$ cat src/rtl/wb_rr_arbiter.sv
// Round-robin arbiter sharing one Wishbone-style slave among NUM_M masters; WB_ARB_TIMEOUT_EN adds a bus-error timeout.
// Latency: one arbitration cycle, then the granted cycle is forwarded combinationally; zero-wait slave gives ack in cycle 2.
// Backpressure: losing masters hold their strobe until granted; the granted master stalls until ack, abort or timeout.
module wb_rr_arbiter #(
    parameter int NUM_M   = 2,
    parameter int AW      = 1,
    parameter int TIMEOUT = 16
) (
    input  logic                  clk_i,
    input  logic                  rst_i,
    input  logic [NUM_M-1:0]      m_stb_i,
    input  logic [NUM_M-1:0]      m_we_i,
    input  logic [NUM_M*AW-1:0]   m_adr_i,
    input  logic [NUM_M*4-1:0]    m_sel_i,
    input  logic [NUM_M*32-1:0]   m_dat_i,
    output logic [31:0]           m_dat_o,
    output logic [NUM_M-1:0]      m_ack_o,
    output logic [NUM_M-1:0]      m_err_o,
    output logic                  s_stb_o,
    output logic                  s_we_o,
    output logic [AW-1:0]         s_adr_o,
    output logic [3:0]            s_sel_o,
    output logic [31:0]           s_dat_o,
    input  logic [31:0]           s_dat_i,
    input  logic                  s_ack_i
);
    localparam int GW = $clog2(NUM_M);

    if (NUM_M < 2 || NUM_M > 4 || TIMEOUT < 2 || TIMEOUT > 255) begin : g_bad_param
        $error("wb_rr_arbiter: NUM_M or TIMEOUT out of range");
    end

    typedef enum logic {IDLE, BUSY} state_t;

    state_t          state;
    logic [GW-1:0]   gnt;
    logic [GW-1:0]   last;
    logic [GW-1:0]   nxt;
    logic [GW-1:0]   cand;
    logic            req_found;
    logic            busy;
    logic            ack_hit;
    logic            tmo_hit;

    logic            sel_stb;
    logic            sel_we;
    logic [AW-1:0]   sel_adr;
    logic [3:0]      sel_sel;
    logic [31:0]     sel_dat;

    // Search starts one past the last served master so it gets lowest priority.
    always_comb begin
        nxt       = last;
        cand      = '0;
        req_found = 1'b0;
        for (int i = 1; i <= NUM_M; i++) begin
            cand = GW'((int'(last) + i) % NUM_M);
            if (!req_found && m_stb_i[cand]) begin
                nxt       = cand;
                req_found = 1'b1;
            end
        end
    end

    always_comb begin
        sel_stb = 1'b0;
        sel_we  = 1'b0;
        sel_adr = '0;
        sel_sel = '0;
        sel_dat = '0;
        for (int k = 0; k < NUM_M; k++) begin
            if (gnt == GW'(k)) begin
                sel_stb = m_stb_i[k];
                sel_we  = m_we_i[k];
                sel_adr = m_adr_i[k*AW +: AW];
                sel_sel = m_sel_i[k*4 +: 4];
                sel_dat = m_dat_i[k*32 +: 32];
            end
        end
    end

    // Reset blanks the slave side immediately, even if the state is still BUSY.
    assign busy    = (state == BUSY) && !rst_i;
    assign s_stb_o = busy && sel_stb && !tmo_hit;
    assign s_we_o  = busy && sel_we;
    assign s_adr_o = busy ? sel_adr : '0;
    assign s_sel_o = busy ? sel_sel : '0;
    assign s_dat_o = busy ? sel_dat : '0;
    assign m_dat_o = busy ? s_dat_i : '0;
    assign ack_hit = s_ack_i && s_stb_o;

    always_comb begin
        m_ack_o = '0;
        m_err_o = '0;
        for (int k = 0; k < NUM_M; k++) begin
            m_ack_o[k] = ack_hit && (gnt == GW'(k));
            m_err_o[k] = tmo_hit && (gnt == GW'(k));
        end
    end

`ifdef WB_ARB_TIMEOUT_EN
    logic [7:0] tmo;

    assign tmo_hit = busy && sel_stb && (tmo == 8'(TIMEOUT - 1));
`else
    assign tmo_hit = 1'b0;
`endif

    always_ff @(posedge clk_i) begin
        if (rst_i) begin
            state <= IDLE;
            gnt   <= '0;
            last  <= GW'(NUM_M - 1);
`ifdef WB_ARB_TIMEOUT_EN
            tmo   <= '0;
`endif
        end else begin
            case (state)
                IDLE: begin
                    if (req_found) begin
                        gnt   <= nxt;
                        state <= BUSY;
`ifdef WB_ARB_TIMEOUT_EN
                        tmo   <= '0;
`endif
                    end
                end
                BUSY: begin
                    if (ack_hit || !sel_stb || tmo_hit) begin
                        state <= IDLE;
                        last  <= gnt;
                    end
`ifdef WB_ARB_TIMEOUT_EN
                    else begin
                        tmo <= tmo + 8'd1;
                    end
`endif
                end
                default: state <= IDLE;
            endcase
        end
    end
endmodule
$ cat config.mk
export PLATFORM = sky130hd
export DESIGN_NAME = wb_rr_arbiter
export DESIGN_NICKNAME = d
export VERILOG_FILES = /design/src/rtl/wb_rr_arbiter.sv
export SDC_FILE = /design/constraint.sdc
export NUM_CORES = 1
export LEC_CHECK = 0
export BUFFER_PORTS_ARGS = -buffer_cell sky130_fd_sc_hd__buf_2
export CORE_AREA = 3 3 71 73
export CTS_BUF_LIST = sky130_fd_sc_hd__clkbuf_8
export DETAILED_ROUTE_END_ITERATION = 6
export DIE_AREA = 0 0 74 76
export PLACE_DENSITY = 0.71
export SLEW_MARGIN = 25
export SYNTH_ARGS = -nofsm -noshare
export SYNTH_HDL_FRONTEND = slang
export SYNTH_SLANG_ARGS = --single-unit
export TNS_END_PERCENT = 20
$ cat constraint.sdc
create_clock -name clk_i -period 1.15 [get_ports clk_i]
set_input_delay 0.0575 -clock clk_i [delete_from_list [all_inputs] [get_ports clk_i]]
set_output_delay 0.0575 -clock clk_i [all_outputs]
set_load 0.02 [all_outputs]
==> results of run 1 <==
==> through the flow <==
step	area [um2]	hold WS (ns)
floorplan	1020	0.127
global placement	2040	0.277
detailed placement	2040	0.285
CTS	2490	0.0944
global route	2690	0.117
finish	2690	0.104
==> per-layer routing <==
| layer | track usage (%) | up-vias |
|---|---|---|
| li1 | - | 872 |
| met1 | 18.4 | 795 |
| met2 | 33.2 | 95 |
| met3 | 3.30 | 10 |
| met4 | 4.53 | 0 |
| met5 | 0 | - |
==> path summary, 6_finish.rpt <==
check,startpoint,endpoint,slack [ns],cells after the start
setup reg to reg,gnt,last,-0.05,4
setup / recovery,gnt,s_stb_o,-0.16,5
hold / removal,rst_i,gnt,0.10,2
hold reg to reg,last,last,0.48,1
==> synth_stat cells <==
| cell type | instances | area share [%] |
|---|---|---|
| sky130_fd_sc_hd__a211o_1 | 1 | 0.87 |
| sky130_fd_sc_hd__a21oi_1 | 1 | 0.50 |
| sky130_fd_sc_hd__and2_1 | 32 | 20 |
| sky130_fd_sc_hd__buf_2 | 4 | 2.0 |
| sky130_fd_sc_hd__buf_4 | 6 | 4.5 |
| sky130_fd_sc_hd__buf_6 | 1 | 1.1 |
| sky130_fd_sc_hd__clkbuf_1 | 1 | 0.37 |
| sky130_fd_sc_hd__clkbuf_2 | 3 | 1.5 |
| sky130_fd_sc_hd__conb_1 | 1 | 0.37 |
| sky130_fd_sc_hd__dfxtp_1 | 3 | 6.0 |
| sky130_fd_sc_hd__inv_1 | 4 | 1.5 |
| sky130_fd_sc_hd__mux2i_1 | 38 | 38 |
| sky130_fd_sc_hd__mux2i_2 | 1 | 1.4 |
| sky130_fd_sc_hd__nand2_1 | 2 | 0.75 |
| sky130_fd_sc_hd__nand2b_1 | 1 | 0.62 |
| sky130_fd_sc_hd__nor2_1 | 43 | 16 |
| sky130_fd_sc_hd__nor2b_1 | 1 | 0.62 |
| sky130_fd_sc_hd__nor3_1 | 1 | 0.50 |
| sky130_fd_sc_hd__nor4_1 | 1 | 0.62 |
| sky130_fd_sc_hd__o211ai_1 | 1 | 0.75 |
| sky130_fd_sc_hd__o21ai_0 | 1 | 0.50 |
| sky130_fd_sc_hd__o22a_1 | 1 | 0.87 |
| sky130_fd_sc_hd__o22ai_1 | 1 | 0.62 |
==> area by class of cell <==
type / count / share of cell area [%]
Tap cell: 52 / 2.42
Clock buffer: 3 / 1.54
Inverter: 4 / 0.652
Sequential cell: 3 / 2.52
Multi-Input combinational cell: 128 / 35.4
Clock inverter: 1 / 0.140
Timing Repair Buffer: 205 / 57.4
==> power breakdown <==
part           total (uW)  internal [uW]  switching (uW)
Combinational        1040            579             458
Clock                 301            228            73.2
Sequential            130            114            16.6
==> registers in the layout, indices dropped and copies added (netlist names) <==
| register | flops |
|---|---|
| gnt | 1 |
| last | 1 |
| state | 1 |
==> timing repair <==
| item | CTS | global route |
|---|---|---|
| gates cloned | 4 | 1 |
| setup endpoints to repair | 73 | 75 |
| gates resized for setup | 86 | 64 |
| endpoints found under the hold margin | 0 | 0 |
| buffers inserted | 4 | 2 |
| pin swaps | 0 | 9 |
==> logic make-up after synthesis <==
logic type / share of synthesized area [%]
and+or+nand+nor: 39.2
muxes: 39.3
buffers and inverters: 11.0
AOI/OAI and AO/OA: 4.12
DFF: 5.99
other: 0.374
==> critical path: cells and delay by family, from the launching register on <==
family | cells | cell delay, ns
buffers and inverters | 3 | 0.38
flip-flops | 1 | 0.41
multiplexers | 1 | 0.20
AND/OR/NAND/NOR | 1 | 0.03
==> Flow_metrics.wiki, run 1 <==
{| class="wikitable"
! Metric !! Value
|-
| Worst Setup Start Kind || flop
|-
| Top library cells by usage in the layout, fill and taps aside || sky130_fd_sc_hd__buf_2 (115), sky130_fd_sc_hd__buf_4 (44), sky130_fd_sc_hd__buf_6 (37)
|-
| Number of nets in the layout || 458
|-
| Metal2 WL || 3.30 mm
|-
| Cell Rows || 24
|-
| TritonCTS Buffers || 3
|-
| Failing checks || setup timing
|-
| Endpoints failing hold || 0
|-
| Number of different library cells in the post-synthesis netlist || 23
|-
| Max IR drop VDD || around 0.00075 V
|-
| Initial core utilization || 22.7%
|-
| Number of warnings printed during yosys synthesis || 0
|-
| Number of placed cells counting well taps || between 300 and 400
|-
| Vias in the first global route || around 1700
|-
| Source-to-sink clock delay at the later pin of the worst-skew pair || between 0.2 and 0.25 ns
|-
| Power per standard cell area || ~550 nW/um2
|-
| Number of storage elements in the synthesis netlist || 3
|-
| Clock-pin slew reported for the worst setup and hold paths after clock tree synthesis || about 0.030 ns
|-
| Unrepaired setup endpoints after global routing || yes
|-
| Wire length reported by the detailed router || ~5.8 mm
|-
| First drt pass iteration count || 4
|-
| Reported leakage power || about 0.0014 uW
|-
| Detail-routed net length per standard cell || 14.5 um
|-
| Routability congestion estimate from global placement || approximately 0.83
|-
| Design Power || 1470 uW
|-
| Commonest non-fill, non-tap cell in the layout || sky130_fd_sc_hd__buf_2
|-
| Detailed-routing wirelength on met1 || approximately 1.9 mm
|-
| Post-route clock period utilization || 114%
|-
| Worst setup skew after layout || about 0.0056 ns
|-
| Critical path fanouts, max || 7
|-
| Cells along the critical path || buf_6 > mux2i_2 > buf_4 > nor2_2 > buf_6
|-
| Library cell appearing most often on the critical path || sky130_fd_sc_hd__buf_6
|-
| # IOs || approximately 190
|-
| Number of instances in the synthesized netlist || ~150
|-
| Final instance count without filler cells || 396
|-
| TritonCTS clock tree || built
|-
| Clock sink total || 3
|-
| Slew Viols, Final || 0
|-
| H-tree depth || 1
|-
| Core area || 4410 um2
|-
| Width of the chip || 74 um
|-
| Fraction of layout instances using a drive strength above 1 || 72.4%
|-
| Overall via count from detail_route || 1772
|-
| Max-cap violations || 0
|-
| GRT Overall Usage || 17.3%
|-
| Combined flip-flop and latch cell area || between 60 and 70 um2
|-
| Combined area of all synthesized cells || approximately 1000 um2
|-
| Count of fill cells added during filler insertion || 396
|-
| Worst hold-check path type || primary input to flop
|-
| Critical Path Sink Type || primary output
|-
| Util after Layout || roughly three fifths
|-
| Setup slack at placement || between 0.009 and 0.01 ns
|-
| Antenna violations before repair || 0
|-
| Wire length of the first global-routing pass || 7.95 mm
|-
| Data arrival, critical path || 1.25 ns
|-
| Hold_buf cts || 0
|-
| Clk root buf || sky130_fd_sc_hd__clkbuf_8
|-
| DR vias/cell || around 4.5
|-
| Finish-stage setup viols || 75
|-
| Die outline area || around 5600 um2
|-
| I/O Buffers || 185
|-
| Pin count of the biggest net entering global routing || 17
|-
| Antenna Violating Nets Remaining || 0
|-
| Fraction of the yosys area taken by sequential cells || 5.99%
|-
| Buffer levels on the longest clock path || 2
|-
| Gr ovfl total || 0
|-
| Number of DRC markers after the initial detailed-route iteration || 29
|-
| Final worst path period need || between 1 and 1.5 ns
|-
| Fmax || ~760 MHz
|-
| Critical Path Slowest Stage Cell || sky130_fd_sc_hd__dfxtp_4
|-
| Synthesis-to-layout area growth || 168%
|-
| Diode count || 0
|-
| Run status || complete, but fails checks
|-
| Total DRC errors in the routed layout || 0
|-
| Combined area of the multi-input logic cells || between 900 and 1000 um2
|-
| Largest stage delay on the critical path || 0.41 ns
|-
| Y dimension of the die || around 76 um
|-
| Worst Setup Path Type || flop to primary output
|-
| Top sig layer || met4
|-
| Setup slack of the critical path after layout || -0.158 ns
|-
| Mean instance size in the synthesized netlist || 6.73 um2
|-
| Total negative setup slack || -9.13 ns
|-
| Length of routed met3 wiring || roughly 460 um
|-
| Critical path required time || ~1.1 ns
|-
| HPWL after detailed placement || between 3 and 4 mm
|}
Power figures use the tool's default switching activity.
==> inputs of run 2 (changes only) <==
--- a/config.mk
+++ b/config.mk
@@ -11,6 +11,7 @@
 export DETAILED_ROUTE_END_ITERATION = 6
 export DIE_AREA = 0 0 74 76
 export PLACE_DENSITY = 0.71
+export SKIP_LAST_GASP = 1
 export SLEW_MARGIN = 25
 export SYNTH_ARGS = -nofsm -noshare
 export SYNTH_HDL_FRONTEND = slang
==> Flow_metrics.wiki, run 2 (synthesis results as in run 1) <==
{| class="wikitable"
! Metric !! Value
|-
| Run status || complete, but fails checks
|-
| Failing checks || setup timing
|-
| Vias in the first global route || 1659 (-3.2%)
|-
| Top library cells by usage in the layout, fill and taps aside || sky130_fd_sc_hd__buf_2 (147), sky130_fd_sc_hd__nor2_1 (40), sky130_fd_sc_hd__mux2i_1 (37)
|-
| Number of DRC markers after the initial detailed-route iteration || 24 (-17%)
|-
| # IOs || 188 (unchanged)
|-
| Max-cap violations || 0 (unchanged)
|-
| Antenna Violating Nets Remaining || 0 (unchanged)
|-
| Fraction of layout instances using a drive strength above 1 || 69.6% (-2.8 points)
|-
| Width of the chip || 74 um (unchanged)
|-
| Total DRC errors in the routed layout || 0 (unchanged)
|-
| Unrepaired setup endpoints after global routing || yes
|-
| Overall via count from detail_route || 1752 (-1.1%)
|-
| Core area || 4410 um2 (unchanged)
|-
| Combined flip-flop and latch cell area || 67.6 um2 (unchanged)
|-
| Combined area of the multi-input logic cells || 923 um2 (-2.8%)
|-
| Finish-stage setup viols || 75 (unchanged)
|-
| Endpoints failing hold || 0 (unchanged)
|-
| HPWL after detailed placement || 3.92 mm (unchanged)
|-
| Source-to-sink clock delay at the later pin of the worst-skew pair || 0.22 ns (about the same)
|-
| Slew Viols, Final || 0 (unchanged)
|-
| Gr ovfl total || 0 (unchanged)
|-
| Wire length of the first global-routing pass || 7.65 mm (-3.7%)
|-
| Post-route cell area || 2510 um2 (-6.4%)
|-
| First drt pass iteration count || 4 (unchanged)
|-
| Reported leakage power || 0.00142 uW (-2.0%)
|-
| Setup slack of the critical path after layout || -0.168 ns (-0.00968 ns)
|-
| Total negative setup slack || -9.24 ns (-0.116 ns)
|-
| TritonCTS clock tree || built
|-
| Worst setup skew after layout || 0.00552 ns (-0.0000571 ns)
|-
| Y dimension of the die || 76 um (unchanged)
|-
| Cell Rows || 24 (unchanged)
|-
| Max IR drop VDD || 0.000744 V (-0.56%)
|-
| Worst Setup Start Kind || flop
|-
| Die outline area || 5620 um2 (unchanged)
|-
| GRT Overall Usage || 16.4% (-0.87 points)
|-
| Critical path fanouts, max || 16 (+9)
|-
| Detail-routed net length per standard cell || 13.8 um (-4.9%)
|-
| Number of nets in the layout || 456 (-0.44%)
|-
| Pin count of the biggest net entering global routing || 17 (unchanged)
|-
| Instance area at placement || 2040 um2 (unchanged)
|-
| Commonest non-fill, non-tap cell in the layout || sky130_fd_sc_hd__buf_2
|-
| Diode count || 0 (unchanged)
|-
| Antenna violations before repair || 0 (unchanged)
|-
| DR vias/cell || 4.45 (-0.63%)
|-
| TritonCTS Buffers || 3 (unchanged)
|-
| Clock sink total || 3 (unchanged)
|-
| Hold_buf cts || 0 (unchanged)
|-
| Wire length reported by the detailed router || 5.45 mm (-5.4%)
|-
| Clock-pin slew reported for the worst setup and hold paths after clock tree synthesis || 0.03 ns (about the same)
|-
| Initial core utilization || 22.7% (unchanged)
|-
| Largest registers || gnt x1, last x1, state x1
|-
| Clk root buf || sky130_fd_sc_hd__clkbuf_8
|-
| Data arrival, critical path || 1.26 ns (about the same)
|-
| Routability congestion estimate from global placement || 0.834 (unchanged)
|-
| Critical path required time || 1.09 ns (about the same)
|-
| Worst hold-check path type || primary input to flop
|-
| H-tree depth || 1 (unchanged)
|-
| Synthesis-to-layout area growth || 151%
|-
| Critical Path Sink Type || primary output
|-
| Buffer levels on the longest clock path || 2 (unchanged)
|-
| Count of fill cells added during filler insertion || 410 (+3.5%)
|-
| Post-route clock period utilization || 115% (+0.84 points)
|-
| Fmax || 759 MHz (-0.73%)
|-
| Power per standard cell area || 555 nW/um2 (+1.5%)
|-
| Final worst path period need || 1.32 ns (+0.00968 ns)
|-
| Worst Setup Path Type || flop to primary output
|-
| I/O Buffers || 185 (unchanged)
|}
[run 2: power breakdown]
part           internal (uW)  switching (uW)  total, uW  leakage [uW]
sequential               114            16.7        130     0.0000261
combinational            526             437        963       0.00136
clock                    228            73.5        301     0.0000269
[run 2: what timing repair did]
| action | CTS | global route |
|---|---|---|
| buffers inserted | 4 | 1 |
| pin swaps | 0 | 1 |
| setup endpoints to repair | 73 | 75 |
| resized for setup | 29 | 71 |
| cloned | 4 | 0 |
[run 2: final timing paths]
path / to / from / slack (ns) / cells past startpoint
worst max-delay path: m_dat_o[21] / state / -0.17 / 6
worst min-delay path: gnt / rst_i / 0.11 / 2
worst max register to register: last / gnt / -0.05 / 4
worst min register to register: last / last / 0.48 / 1
[run 2: critical path, cell delays in order, from the launching register on]
cell and delay [ns]:
sky130_fd_sc_hd__dfxtp_4 0.37, sky130_fd_sc_hd__inv_4 0.04, sky130_fd_sc_hd__nor2_4 0.11, sky130_fd_sc_hd__buf_6 0.11, sky130_fd_sc_hd__buf_16 0.12, sky130_fd_sc_hd__and2_1 0.13, sky130_fd_sc_hd__buf_2 0.16
[run 2: final cells by class]
| class | count | area share (%) |
|---|---|---|
| tap | 52 | 2.59 |
| timing repair buffer | 203 | 55.5 |
| inverter | 4 | 0.697 |
| clock inverter | 1 | 0.149 |
| clock buffer | 3 | 1.64 |
| sequential | 3 | 2.69 |
| multi-input combinational | 128 | 36.8 |
[run 2: metrics by stage]
| step | utilization (%) | setup WS [ns] | hold WS (ns) | power, uW | cells |
|---|---|---|---|---|---|
| final | 56.9 | -0.168 | 0.105 | 1390 | 394 |
| after CTS | 52.9 | -0.184 | 0.0944 | 1330 | 394 |
| after floorplan | - | -0.0106 | 0.127 | 555 | 150 |
| after global routing | 56.9 | -0.228 | 0.117 | 1480 | 394 |
| after global placement | 46.2 | 0.0305 | 0.277 | 889 | 382 |
| after detailed placement | 46.2 | 0.00941 | 0.285 | 902 | 382 |
[run 2: layer usage]
layer	global-route usage [%]	vias to the layer above	share of wire [%]
li1	-	868	-
met1	18.0	781	34
met2	30.8	91	55
met3	3.17	12	8.6
met4	4.53	0	2.1
met5	0	-	0
==> inputs of run 3 (changes only) <==
--- a/config.mk
+++ b/config.mk
@@ -11,6 +11,7 @@
 export DETAILED_ROUTE_END_ITERATION = 6
 export DIE_AREA = 0 0 74 76
 export PLACE_DENSITY = 0.71
+export REMOVE_ABC_BUFFERS = 1
 export SKIP_LAST_GASP = 1
 export SLEW_MARGIN = 25
 export SYNTH_ARGS = -nofsm -noshare
==> Flow_metrics.wiki, run 3 (synthesis results as in run 1) <==
{| class="wikitable"
! Metric !! Value
|-
| Worst Setup Path Type || flop to primary output
|-
| Post-route cell area || 2210 um2 (-12%)
|-
| Synthesis-to-layout area growth || 120%
|-
| Final worst path period need || 1.31 ns (-0.00796 ns)
|-
| Gr ovfl total || 0 (unchanged)
|-
| Critical Path Sink Type || primary output
|-
| Clk root buf || sky130_fd_sc_hd__clkbuf_8
|-
| Largest stage delay on the critical path || 0.44 ns (+0.07 ns)
|-
| First drt pass iteration count || 4 (unchanged)
|-
| Data arrival, critical path || 1.25 ns (about the same)
|-
| Util after Layout || 50.0% (-6.9 points)
|-
| Die outline area || 5620 um2 (unchanged)
|-
| Worst setup skew after layout || 0.000186 ns (-0.00533 ns)
|-
| GRT Overall Usage || 15.3% (-1.1 points)
|-
| Combined flip-flop and latch cell area || 65.1 um2 (-3.7%)
|-
| Run status || complete, but fails checks
|-
| Max IR drop VDD || 0.000334 V (-55%)
|-
| Net load switching power || 499 uW (-5.3%)
|-
| Final instance count without filler cells || 389 (-1.3%)
|-
| Internal power contribution || 768 uW (-11%)
|-
| Detail-routed net length per standard cell || 12.7 um (-8.1%)
|-
| Sequential share of power || 10.3% (+1.0 points)
|-
| Unrepaired setup endpoints after global routing || yes
|-
| Top library cells by usage in the layout, fill and taps aside || sky130_fd_sc_hd__buf_2 (179), sky130_fd_sc_hd__nor2_1 (42), sky130_fd_sc_hd__mux2i_1 (35)
|-
| Finish-stage setup viols || 74 (-1.3%)
|-
| First element of the critical path || gnt
|-
| Worst-case register-to-register setup slack || 0 ns (+0.05 ns)
|-
| Design Power || 1270 uW (-9.1%)
|-
| Worst hold start || rst_i
|-
| # IOs || 188 (unchanged)
|-
| Clock-pin slew reported for the worst setup and hold paths after clock tree synthesis || 0.03 ns (about the same)
|-
| Commonest non-fill, non-tap cell in the layout || sky130_fd_sc_hd__buf_2
|-
| Overall via count from detail_route || 1705 (-2.7%)
|-
| Failing checks || setup timing
|-
| Fraction of layout instances using a drive strength above 1 || 64.1% (-5.5 points)
|-
| Slew Viols, Final || 0 (unchanged)
|-
| Worst Setup Start Kind || flop
|-
| Number of DRC markers after the initial detailed-route iteration || 37 (+54%)
|-
| Antenna violations before repair || 0 (unchanged)
|-
| Setup slack of the critical path after layout || -0.160 ns (+0.00796 ns)
|-
| Cells along the critical path || buf_12 > mux2i_2 > nor2_1 > buf_2
|-
| Wire length of the first global-routing pass || 6.88 mm (-10%)
|-
| Cell Rows || 24 (unchanged)
|-
| Width of the chip || 74 um (unchanged)
|-
| Combinational cell fraction of total power || 65.8% (-3.3 points)
|-
| Combined area of the multi-input logic cells || 876 um2 (-5.1%)
|-
| Vias in the first global route || 1515 (-8.7%)
|-
| Initial core utilization || 22.7% (unchanged)
|-
| Power per standard cell area || 574 nW/um2 (+3.5%)
|-
| Routability congestion estimate from global placement || 0.765 (-8.3%)
|-
| Number of placed cells counting well taps || 380 (-0.52%)
|-
| Source-to-sink clock delay at the later pin of the worst-skew pair || 0.22 ns (about the same)
|-
| TritonCTS clock tree || built
|-
| Startpoint of the most critical register-to-register path || gnt
|-
| Pin count of the biggest net entering global routing || 31 (+14)
|-
| Worst hold margin || 0.0877 ns (-0.0178 ns)
|-
| Fmax || 763 MHz (+0.61%)
|-
| Critical path fanouts, max || 10 (-6)
|-
| Endpoints failing hold || 0 (unchanged)
|-
| I/O Buffers || 185 (unchanged)
|-
| DR vias/cell || 4.38 (-1.4%)
|-
| Wire length reported by the detailed router || 4.94 mm (-9.3%)
|-
| Y dimension of the die || 76 um (unchanged)
|-
| Core area || 4410 um2 (unchanged)
|-
| Max-cap violations || 0 (unchanged)
|-
| Clock sink total || 3 (unchanged)
|-
| Antenna Violating Nets Remaining || 0 (unchanged)
|-
| Net Sw Frac || 39.4% (+1.6 points)
|-
| Reported leakage power || 0.00131 uW (-7.4%)
|-
| Critical Path Slowest Stage Cell || sky130_fd_sc_hd__dfxtp_4
|-
| Instance area at placement || 2000 um2 (-1.9%)
|-
| Total DRC errors in the routed layout || 0 (unchanged)
|-
| Diode count || 0 (unchanged)
|-
| Count of fill cells added during filler insertion || 451 (+10%)
|-
| Post-route clock period utilization || 114% (-0.69 points)
|-
| H-tree depth || 1 (unchanged)
|-
| Critical path required time || 1.09 ns (about the same)
|-
| Clock power share || 23.9% (+2.3 points)
|-
| Buffer levels on the longest clock path || 2 (unchanged)
|-
| Worst hold-check path type || primary input to flop
|-
| TritonCTS Buffers || 3 (unchanged)
|-
| Largest registers || gnt x1, last x1, state x1
|-
| HPWL after detailed placement || 3.99 mm (+1.9%)
|-
| Number of nets in the layout || 451 (-1.1%)
|}
run 3: cell count changes in the layout (fill, tap and decap cells not counted), sizes merged:
cell    before  now
buf        201  197
bufbuf       2    0
clkbuf       3    4
run 3: what timing repair did:
action	CTS	global route
hold buffers	0	0
pin swaps	6	0
gates resized for setup	28	3
hold endpoints to repair	0	0
gates cloned	3	1
endpoints found under the setup margin	73	74
setup buffers	1	0
run 3: worst max-delay path: cells and delay by family (launching register included):
kind                   cells  cell delay, ns
DFF                        1            0.44
buffers and inverters      2            0.32
muxes                      1            0.21
and+or+nand+nor            1            0.06
run 3: final timing paths:
check / end / cells after the start
max: s_dat_o[28] / 4
min: state / 2
max reg2reg: last / 3
min reg2reg: last / 1
run 3: power by group through the flow:
stage               Clock [uW]  Sequential [uW]  Combinational [uW]
global route               319              133                 906
floorplan                    0              158                 368
finish                     303              130                 834
detailed placement           0              126                 761
global placement             0              125                 747
CTS                        311              129                 819
run 3: layout make-up:
| type | instances | share of cell area (%) |
|---|---|---|
| Multi-Input combinational cell | 128 | 39.7 |
| Clock inverter | 1 | 0.170 |
| Sequential cell | 3 | 2.95 |
| Tap cell | 52 | 2.95 |
| Timing Repair Buffer | 198 | 51.7 |
| Inverter | 4 | 0.681 |
| Clock buffer | 3 | 1.87 |
run 3: per-layer routing:
metal	up-vias	part of all wire, %	global-route usage [%]
met5	-	0	0
met4	0	2.1	6.16
li1	858	-	-
met1	726	31	14.5
met2	113	55	30.3
met3	8	12	3.03
run 3: stage by stage:
stage / setup WS [ns] / TNS [ns]
2_1_floorplan: -1.20 / -54.35
3_3_place_gp: 0.0487 / 0
3_5_place_dp: 0.0311 / 0
4_1_cts: -0.175 / -8.23
5_1_grt: -0.223 / -12.84
6_report: -0.160 / -7.85
